--- config.mk ---
export PLATFORM = sky130hd
export DESIGN_NAME = mac_operand_feeder_flat
export DESIGN_NICKNAME = d
export VERILOG_FILES = /design/src/rtl/mac_operand_feeder_if.sv /design/src/rtl/mac_operand_feeder.sv /design/src/flat_wrapper.sv
export SDC_FILE = /design/constraint.sdc
export NUM_CORES = 1
export LEC_CHECK = 0
export ABC_AREA = 1
export CAP_MARGIN = 30
export CORE_ASPECT_RATIO = 2
export CORE_MARGIN = 4
export CORE_UTILIZATION = 45
export CTS_CLUSTER_SIZE = 16
export DETAILED_ROUTE_END_ITERATION = 16
export SYNTH_ARGS = -nofsm -noshare
export SYNTH_HDL_FRONTEND = slang
export SYNTH_SLANG_ARGS = --single-unit
--- constraint.sdc ---
create_clock -name clk -period 9.25 [get_ports clk]
set_input_delay 1.85 -clock clk [delete_from_list [all_inputs] [get_ports clk]]
set_output_delay 1.85 -clock clk [all_outputs]
set_load 0.02 [all_outputs]
--- src/rtl/mac_operand_feeder_if.sv ---
// Operand stream between the feeder and the MAC: two signed operands with
// valid/first/last framing and a ready back-pressure line.
interface mac_operand_feeder_if #(
    parameter int unsigned INPUT_BW = 8
);
    logic signed [INPUT_BW-1:0] ia_row_mem_data;
    logic signed [INPUT_BW-1:0] weight_row_mem_data;
    logic                       op_valid;
    logic                       op_first;
    logic                       op_last;
    logic                       mac_ready;

    modport master (
        output ia_row_mem_data,
        output weight_row_mem_data,
        output op_valid,
        output op_first,
        output op_last,
        input  mac_ready
    );

    modport slave (
        input  ia_row_mem_data,
        input  weight_row_mem_data,
        input  op_valid,
        input  op_first,
        input  op_last,
        output mac_ready
    );
endinterface

--- src/rtl/mac_operand_feeder.sv ---
// mac_operand_feeder: walks a convolution window (oc, oy, ox, ky, kx) over the
// activation and weight row memories (1-cycle read latency) and streams operand
// pairs to the MAC with valid/ready flow control and a 1-entry skid buffer.
// Optional feature macro: MAC_FEEDER_STALL_CNT_EN adds the stall_cnt output.
module mac_operand_feeder #(
    parameter int unsigned INPUT_BW = 8,
    parameter int unsigned ADDR_W   = 10
) (
    input  logic                       clk,
    input  logic                       reset,
    input  logic                       start,
    output logic                       done,
    input  logic [2:0]                 K,
    input  logic [5:0]                 IMG_H,
    input  logic [5:0]                 IMG_W,
    input  logic [7:0]                 OC,
    input  logic [2:0]                 STRIDE,
    output logic                       ia_rd_en,
    output logic [ADDR_W-1:0]          ia_rd_addr,
    input  logic signed [INPUT_BW-1:0] ia_rd_data,
    output logic                       wt_rd_en,
    output logic [ADDR_W-1:0]          wt_rd_addr,
    input  logic signed [INPUT_BW-1:0] wt_rd_data,
    output logic                       busy,
    output logic                       cfg_err,
    mac_operand_feeder_if.master       mac_if
`ifdef MAC_FEEDER_STALL_CNT_EN
    ,
    output logic [15:0]                stall_cnt
`endif
);

    typedef enum logic [2:0] {IDLE, CHECK, RUN, DRAIN, DONE} state_t;

    state_t state_q;

    // Configuration captured on the accepted start
    logic [2:0] k_q, stride_q;
    logic [5:0] imgh_q, imgw_q, oh_q, ow_q;
    logic [7:0] oc_cfg_q;

    // Loop counters for the next read to issue
    logic [7:0] oc_cnt_q;
    logic [5:0] oy_q, ox_q;
    logic [2:0] ky_q, kx_q;

    logic done_q, cfg_err_q, busy_q;

    // Beat whose read was issued last cycle (its data is on rd_data now)
    logic pend_q, pend_first_q, pend_last_q, pend_final_q;

    // Skid entry holding a beat the MAC refused
    logic                       skid_full_q, skid_first_q, skid_last_q, skid_final_q;
    logic signed [INPUT_BW-1:0] skid_ia_q, skid_wt_q;

    logic        start_acc, cfg_bad, issue, accept, head_valid, head_final;
    logic        kx_last, ky_last, ox_last, oy_last, oc_last;
    logic        beat_first, beat_last, beat_final;
    logic [5:0]  h_span, w_span, div_s, oh_d, ow_d;
    logic [15:0] ia_addr_full, wt_addr_full;

    assign start_acc = (state_q == IDLE) && start;

    assign cfg_bad = (k_q == 3'd0) || (stride_q == 3'd0) || (oc_cfg_q == 8'd0) ||
                     ({3'b000, k_q} > imgh_q) || ({3'b000, k_q} > imgw_q);

    // Output-map size; divisor forced non-zero so a rejected config stays benign
    always_comb begin
        div_s  = {3'b000, (stride_q == 3'd0) ? 3'd1 : stride_q};
        h_span = imgh_q - {3'b000, k_q};
        w_span = imgw_q - {3'b000, k_q};
        oh_d   = h_span / div_s + 6'd1;
        ow_d   = w_span / div_s + 6'd1;
    end

    assign kx_last    = (kx_q == k_q - 3'd1);
    assign ky_last    = (ky_q == k_q - 3'd1);
    assign ox_last    = (ox_q == ow_q - 6'd1);
    assign oy_last    = (oy_q == oh_q - 6'd1);
    assign oc_last    = (oc_cnt_q == oc_cfg_q - 8'd1);
    assign beat_first = (ky_q == 3'd0) && (kx_q == 3'd0);
    assign beat_last  = ky_last && kx_last;
    assign beat_final = beat_last && ox_last && oy_last && oc_last;

    // Read addresses from the current loop indices
    always_comb begin
        ia_addr_full = (16'(oy_q) * 16'(stride_q) + 16'(ky_q)) * 16'(imgw_q) +
                       16'(ox_q) * 16'(stride_q) + 16'(kx_q);
        wt_addr_full = 16'(oc_cnt_q) * 16'(k_q) * 16'(k_q) +
                       16'(ky_q) * 16'(k_q) + 16'(kx_q);
    end

    assign head_valid = skid_full_q || pend_q;
    assign head_final = skid_full_q ? skid_final_q : pend_final_q;
    assign accept     = head_valid && mac_if.mac_ready;

    // A new read is safe only if whatever is in flight now is guaranteed to fit
    // in the skid entry next cycle: nothing held at all, or the MAC is taking
    // the head this cycle. Counting the pending read as occupancy keeps a
    // single skid entry sufficient for any mac_ready pattern.
    assign issue = (state_q == RUN) && ((!skid_full_q && !pend_q) || mac_if.mac_ready);

    // Control FSM with registered done/cfg_err/busy
    always_ff @(posedge clk or posedge reset) begin
        if (reset) begin
            state_q   <= IDLE;
            k_q       <= '0;
            stride_q  <= '0;
            imgh_q    <= '0;
            imgw_q    <= '0;
            oc_cfg_q  <= '0;
            oh_q      <= '0;
            ow_q      <= '0;
            done_q    <= 1'b0;
            cfg_err_q <= 1'b0;
            busy_q    <= 1'b0;
        end else begin
            done_q    <= 1'b0;
            cfg_err_q <= 1'b0;
            case (state_q)
                IDLE: begin
                    if (start) begin
                        k_q      <= K;
                        stride_q <= STRIDE;
                        imgh_q   <= IMG_H;
                        imgw_q   <= IMG_W;
                        oc_cfg_q <= OC;
                        busy_q   <= 1'b1;
                        state_q  <= CHECK;
                    end
                end
                CHECK: begin
                    if (cfg_bad) begin
                        done_q    <= 1'b1;
                        cfg_err_q <= 1'b1;
                        state_q   <= DONE;
                    end else begin
                        oh_q    <= oh_d;
                        ow_q    <= ow_d;
                        state_q <= RUN;
                    end
                end
                RUN: begin
                    if (issue && beat_final) begin
                        state_q <= DRAIN;
                    end
                end
                DRAIN: begin
                    if (accept && head_final) begin
                        done_q  <= 1'b1;
                        state_q <= DONE;
                    end
                end
                DONE: begin
                    busy_q  <= 1'b0;
                    state_q <= IDLE;
                end
                default: state_q <= IDLE;
            endcase
        end
    end

    // Loop counters: kx innermost, then ky, ox, oy, oc
    always_ff @(posedge clk or posedge reset) begin
        if (reset) begin
            oc_cnt_q <= '0;
            oy_q     <= '0;
            ox_q     <= '0;
            ky_q     <= '0;
            kx_q     <= '0;
        end else if (start_acc) begin
            oc_cnt_q <= '0;
            oy_q     <= '0;
            ox_q     <= '0;
            ky_q     <= '0;
            kx_q     <= '0;
        end else if (issue) begin
            if (!kx_last) begin
                kx_q <= kx_q + 3'd1;
            end else begin
                kx_q <= '0;
                if (!ky_last) begin
                    ky_q <= ky_q + 3'd1;
                end else begin
                    ky_q <= '0;
                    if (!ox_last) begin
                        ox_q <= ox_q + 6'd1;
                    end else begin
                        ox_q <= '0;
                        if (!oy_last) begin
                            oy_q <= oy_q + 6'd1;
                        end else begin
                            oy_q <= '0;
                            if (!oc_last) begin
                                oc_cnt_q <= oc_cnt_q + 8'd1;
                            end
                        end
                    end
                end
            end
        end
    end

    // In-flight read tag and skid capture of a refused beat
    always_ff @(posedge clk or posedge reset) begin
        if (reset) begin
            pend_q       <= 1'b0;
            pend_first_q <= 1'b0;
            pend_last_q  <= 1'b0;
            pend_final_q <= 1'b0;
            skid_full_q  <= 1'b0;
            skid_first_q <= 1'b0;
            skid_last_q  <= 1'b0;
            skid_final_q <= 1'b0;
            skid_ia_q    <= '0;
            skid_wt_q    <= '0;
        end else begin
            pend_q <= issue;
            if (issue) begin
                pend_first_q <= beat_first;
                pend_last_q  <= beat_last;
                pend_final_q <= beat_final;
            end
            if (skid_full_q) begin
                if (mac_if.mac_ready) begin
                    skid_full_q <= 1'b0;
                end
            end else if (pend_q && !mac_if.mac_ready) begin
                skid_full_q  <= 1'b1;
                skid_ia_q    <= ia_rd_data;
                skid_wt_q    <= wt_rd_data;
                skid_first_q <= pend_first_q;
                skid_last_q  <= pend_last_q;
                skid_final_q <= pend_final_q;
            end
        end
    end

    assign done       = done_q;
    assign cfg_err    = cfg_err_q;
    assign busy       = busy_q;
    assign ia_rd_en   = issue;
    assign wt_rd_en   = issue;
    assign ia_rd_addr = ADDR_W'(ia_addr_full);
    assign wt_rd_addr = ADDR_W'(wt_addr_full);

    assign mac_if.op_valid            = head_valid;
    assign mac_if.op_first            = skid_full_q ? skid_first_q : (pend_q && pend_first_q);
    assign mac_if.op_last             = skid_full_q ? skid_last_q  : (pend_q && pend_last_q);
    assign mac_if.ia_row_mem_data     = skid_full_q ? skid_ia_q : (pend_q ? ia_rd_data : '0);
    assign mac_if.weight_row_mem_data = skid_full_q ? skid_wt_q : (pend_q ? wt_rd_data : '0);

`ifdef MAC_FEEDER_STALL_CNT_EN
    logic [15:0] stall_cnt_q;

    // Saturating count of cycles the MAC holds off a valid beat
    always_ff @(posedge clk or posedge reset) begin
        if (reset) begin
            stall_cnt_q <= '0;
        end else if (start_acc) begin
            stall_cnt_q <= '0;
        end else if (head_valid && !mac_if.mac_ready && (stall_cnt_q != 16'hFFFF)) begin
            stall_cnt_q <= stall_cnt_q + 16'd1;
        end
    end

    assign stall_cnt = stall_cnt_q;
`endif

endmodule

--- src/flat_wrapper.sv ---
// flat-port wrapper written by rule: the top's interface ports become plain ports
module mac_operand_feeder_flat 
#(
    parameter int unsigned INPUT_BW = 8,
    parameter int unsigned ADDR_W   = 10
)
  (clk, reset, start, done, K, IMG_H, IMG_W, OC, STRIDE, ia_rd_en, ia_rd_addr, ia_rd_data, wt_rd_en, wt_rd_addr, wt_rd_data, busy, cfg_err, mac_if_ia_row_mem_data, mac_if_weight_row_mem_data, mac_if_op_valid, mac_if_op_first, mac_if_op_last, mac_if_mac_ready);
  mac_operand_feeder_if #(.INPUT_BW(INPUT_BW)) mac_if_i ();
  input  logic clk;
  input  logic reset;
  input  logic start;
  output logic done;
  input  logic [2:0] K;
  input  logic [5:0] IMG_H;
  input  logic [5:0] IMG_W;
  input  logic [7:0] OC;
  input  logic [2:0] STRIDE;
  output logic ia_rd_en;
  output logic [ADDR_W-1:0] ia_rd_addr;
  input  logic signed [INPUT_BW-1:0] ia_rd_data;
  output logic wt_rd_en;
  output logic [ADDR_W-1:0] wt_rd_addr;
  input  logic signed [INPUT_BW-1:0] wt_rd_data;
  output logic busy;
  output logic cfg_err;
  output wire logic [$bits(mac_if_i.ia_row_mem_data)-1:0] mac_if_ia_row_mem_data;
  output wire logic [$bits(mac_if_i.weight_row_mem_data)-1:0] mac_if_weight_row_mem_data;
  output wire logic [$bits(mac_if_i.op_valid)-1:0] mac_if_op_valid;
  output wire logic [$bits(mac_if_i.op_first)-1:0] mac_if_op_first;
  output wire logic [$bits(mac_if_i.op_last)-1:0] mac_if_op_last;
  input wire logic [$bits(mac_if_i.mac_ready)-1:0] mac_if_mac_ready;
  assign mac_if_ia_row_mem_data = mac_if_i.ia_row_mem_data;
  assign mac_if_weight_row_mem_data = mac_if_i.weight_row_mem_data;
  assign mac_if_op_valid = mac_if_i.op_valid;
  assign mac_if_op_first = mac_if_i.op_first;
  assign mac_if_op_last = mac_if_i.op_last;
  assign mac_if_i.mac_ready = mac_if_mac_ready;
  mac_operand_feeder #(.INPUT_BW(INPUT_BW), .ADDR_W(ADDR_W)) u_core (.clk(clk), .reset(reset), .start(start), .done(done), .K(K), .IMG_H(IMG_H), .IMG_W(IMG_W), .OC(OC), .STRIDE(STRIDE), .ia_rd_en(ia_rd_en), .ia_rd_addr(ia_rd_addr), .ia_rd_data(ia_rd_data), .wt_rd_en(wt_rd_en), .wt_rd_addr(wt_rd_addr), .wt_rd_data(wt_rd_data), .busy(busy), .cfg_err(cfg_err), .mac_if(mac_if_i));
endmodule
==> flow_summary.json <==
{
  "outcome": "complete, no violations",
  "instances_no_fill": 1887,
  "diodes": 0,
  "grt_max_degree": 63,
  "critPathRequiredTime_ns": 7.40,
  "root_buffer": "clkbuf_16",
  "max_stage_delay_ns": 0.61,
  "first_iter_violations": 258,
  "clock_skew_ns": 0.01395,
  "ioPinCount": 90,
  "slew_violations": 0,
  "dp_cells": 1870,
  "ys_types": 50,
  "crit_path_frequent_cell": "fa_1",
  "crit_type": "reg2out",
  "yosysSeqAreaShare": 0.2118,
  "cap_viol_max_count": 0,
  "cts_made_buffers": 9,
  "placement.io_buffers": 89,
  "mappedNetlistArea_sq_um": 11100,
  "antenna_found_initial": 0,
  "finish.net_count": 1790,
  "rsz0062_at_grt": "no",
  "place.gp.congestion": 0.8311,
  "clk_path_buf_depth": 2,
  "layout_commonest_cell": "nand2_1",
  "crit_path_top_delay_cell": "clkdlybuf4s50_1",
  "routed_wl_um": 27280,
  "syn_inst": 1479,
  "setup_violations": 0,
  "dieHeight_um": 230.2,
  "synthArstFlopShare": 1.000,
  "wl_met2_um": 16040,
  "h-tree-depth": 3,
  "core_area_sq_um": 24420,
  "vias_per_cell": 4.940,
  "synth_warnings": 0,
  "start_util": 0.4546,
  "dp_hpwl_um": 22560,
  "tns_ns": 0,
  "cts_sinks": 94,
  "max_slew_margin": 0.3743,
  "dr.max_layer_used": "met4",
  "crit_path_max_fanout": 9,
  "hold_violations": 0,
  "cts_tree": "done",
  "worstSkewPairLatency_ns": 0.37,
  "critical_path.cell_chain": "nand2_1 > fa_1 > fa_1 > fa_1 > xnor2_2 > nand2_1 > fa_1 > inv_1 > ha_1 > inv_1 > fa_1 > fa_1 > inv_1 > ha_1 > a21oi_1 > o21ai_0 > a21oi_1 > inv_1 > a21oi_2 > nor2_1 > o21ai_0 > nand2_1 > xor2_1 > clkdlybuf4s50_1",
  "grt_pass1_vias": 9722,
  "crit_path_start_kind": "flop",
  "synthesis.nets": 1719,
  "die_area_sq_um": 27410,
  "grt.overflow.total": 0,
  "met1_length_um": 9862,
  "vias": 9321,
  "drc": 0,
  "synth-edff-count": 0,
  "rows": 81,
  "fmax_ghz": 0.1146,
  "cts.hold.buffers_added": 0,
  "path_clk_slew_ns": 0.07,
  "syn2layout_area_growth_pct": 13.71,
  "arrival_ns": 6.87,
  "met3_wirelength_um": 540,
  "min_period_ns": 8.724,
  "grt_pass1_wl_um": 46240,
  "ant_nets": 0,
  "endpoint_kind": "output pin",
  "worstMarginPinSlew_ns": 0.9351,
  "die_x_um": 119.1,
  "firstDrtPassIters": 4,
  "avgSynthCellArea_sq_um": 7.508,
  "ys_ff_latch": 94,
  "synth-main-ff-cell": "dfrtp_1",
  "post_drt_wl_per_cell_um": 14.46,
  "drive_above_1_share": 0.07653,
  "hold_class": "reg2reg",
  "final_cell_mix": "nand2_1 (349), inv_1 (292), ha_1 (123)",
  "track_usage": 0.2084,
  "post-route-period-util": 0.9431
}
==> layout make-up <==
class / count / area (sq um)
Multi-Input combinational cell: 1031 / 7397
Clock inverter: 7 / 62.56
Sequential cell: 94 / 2357
Fill cell: 2474 / 11800
Clock buffer: 9 / 225.2
Timing Repair Buffer: 102 / 991.0
Inverter: 312 / 1179
Tap cell: 332 / 415.4
==> critical path: cells and delay by family, from the launching register on <==
family                   cells  cell delay [ns]
AO/OA/AOI/OAI                5             0.83
XOR/XNOR                     2             0.37
adder cells (fa/ha/maj)      8             3.69
buffers and inverters        5             0.83
flip-flops                   1             0.44
AND/OR/NAND/NOR              4             0.35
==> routing by layer <==
layer | global-route usage | up-vias
li1 | - | 4702
met1 | 0.2070 | 4453
met2 | 0.4307 | 121
met3 | 0.02338 | 45
met4 | 0.07037 | 0
met5 | 0 | -
==> worst paths after layout <==
kind	from	end	slack (ns)	depth (start not counted)
setup / recovery	u_core.oy_q[0]	ia_rd_addr[8]	0.53	24
hold / removal	u_core.pend_first_q	u_core.pend_first_q	0.49	2
setup reg to reg	u_core.k_q[2]	u_core.ow_q[4]	1.16	53
hold reg to reg	u_core.pend_first_q	u_core.pend_first_q	0.49	2
max in group asynchronous	reset	u_core.k_q[1]	6.20	3
min in group asynchronous	reset	u_core.skid_ia_q[7]	1.84	2
==> sequential cells by signal, indices dropped and copies added, names as in the netlist, 3 cells and up <==
register          cells
u_core.oc_cfg_q       8
u_core.oc_cnt_q       8
u_core.skid_ia_q      8
u_core.skid_wt_q      8
u_core.imgh_q         6
u_core.imgw_q         6
u_core.oh_q           6
u_core.ow_q           6
u_core.ox_q           6
u_core.oy_q           6
u_core.k_q            3
u_core.kx_q           3
u_core.ky_q           3
u_core.state_q        3
u_core.stride_q       3
==> metrics by stage <==
| stage | utilization | instance area (sq um) | setup WS, ns | hold WS [ns] |
|---|---|---|---|---|
| global route | 0.5170 | 12630 | 0.03721 | 0.5109 |
| floorplan | - | 11100 | 0.9541 | 0.4530 |
| detailed placement | 0.5041 | 12310 | 0.3439 | 0.4731 |
| finish | 0.5170 | 12630 | 0.5262 | 0.4899 |
| global placement | 0.5041 | 12310 | 0.5117 | 0.4681 |
| CTS | 0.5162 | 12610 | 0.04130 | 0.4929 |
==> kinds of logic after synthesis <==
kind of cell	count (synthesis)	share of synthesized area
AOI/OAI and AO/OA	174	0.08654
xor gates and xnor gates	96	0.07639
adders and majority gates	194	0.2666
buffers and inverters	354	0.1230
DFF	94	0.2118
and+or+nand+nor	567	0.2356
==> what timing repair did <==
item,4_1_cts,5_1_grt
setup endpoints to repair,1,4
setup buffers,0,1
pin swaps,0,1
gates cloned,0,0
gates resized for setup,1,6
==> synthesized netlist by cell type (2+ instances only) <==
cell | count | area (sq um)
fa_1 | 71 | 1421
clkbuf_1 | 31 | 116.4
nor2_4 | 6 | 67.56
nor2_2 | 8 | 50.05
o21ai_0 | 80 | 400.4
inv_1 | 293 | 1100
xnor2_1 | 32 | 280.3
o21ai_2 | 3 | 26.28
nand4_2 | 2 | 25.02
or2_2 | 12 | 75.07
nand2_4 | 6 | 67.56
dfrtp_1 | 94 | 2352
o21ai_1 | 11 | 55.05
nand3_1 | 48 | 240.2
ha_1 | 123 | 1539
buf_4 | 3 | 22.52
o22ai_1 | 19 | 118.9
clkinv_1 | 2 | 7.510
nand4_1 | 16 | 100.1
nand3b_1 | 3 | 22.52
nor3_2 | 6 | 60.06
buf_6 | 2 | 22.52
nand2_2 | 5 | 31.28
inv_2 | 16 | 60.06
buf_2 | 4 | 20.02
xor2_1 | 63 | 551.8
nor3_1 | 13 | 65.06
nand3_4 | 2 | 35.03
nor4_4 | 2 | 42.54
nand2_1 | 349 | 1310
a21oi_1 | 42 | 210.2
nand3_2 | 11 | 110.1
nor2_1 | 75 | 281.5
o21bai_1 | 10 | 75.07
Power is not shown: default switching activity piles up to over one toggle a cycle in this logic, so the estimate is an artifact.
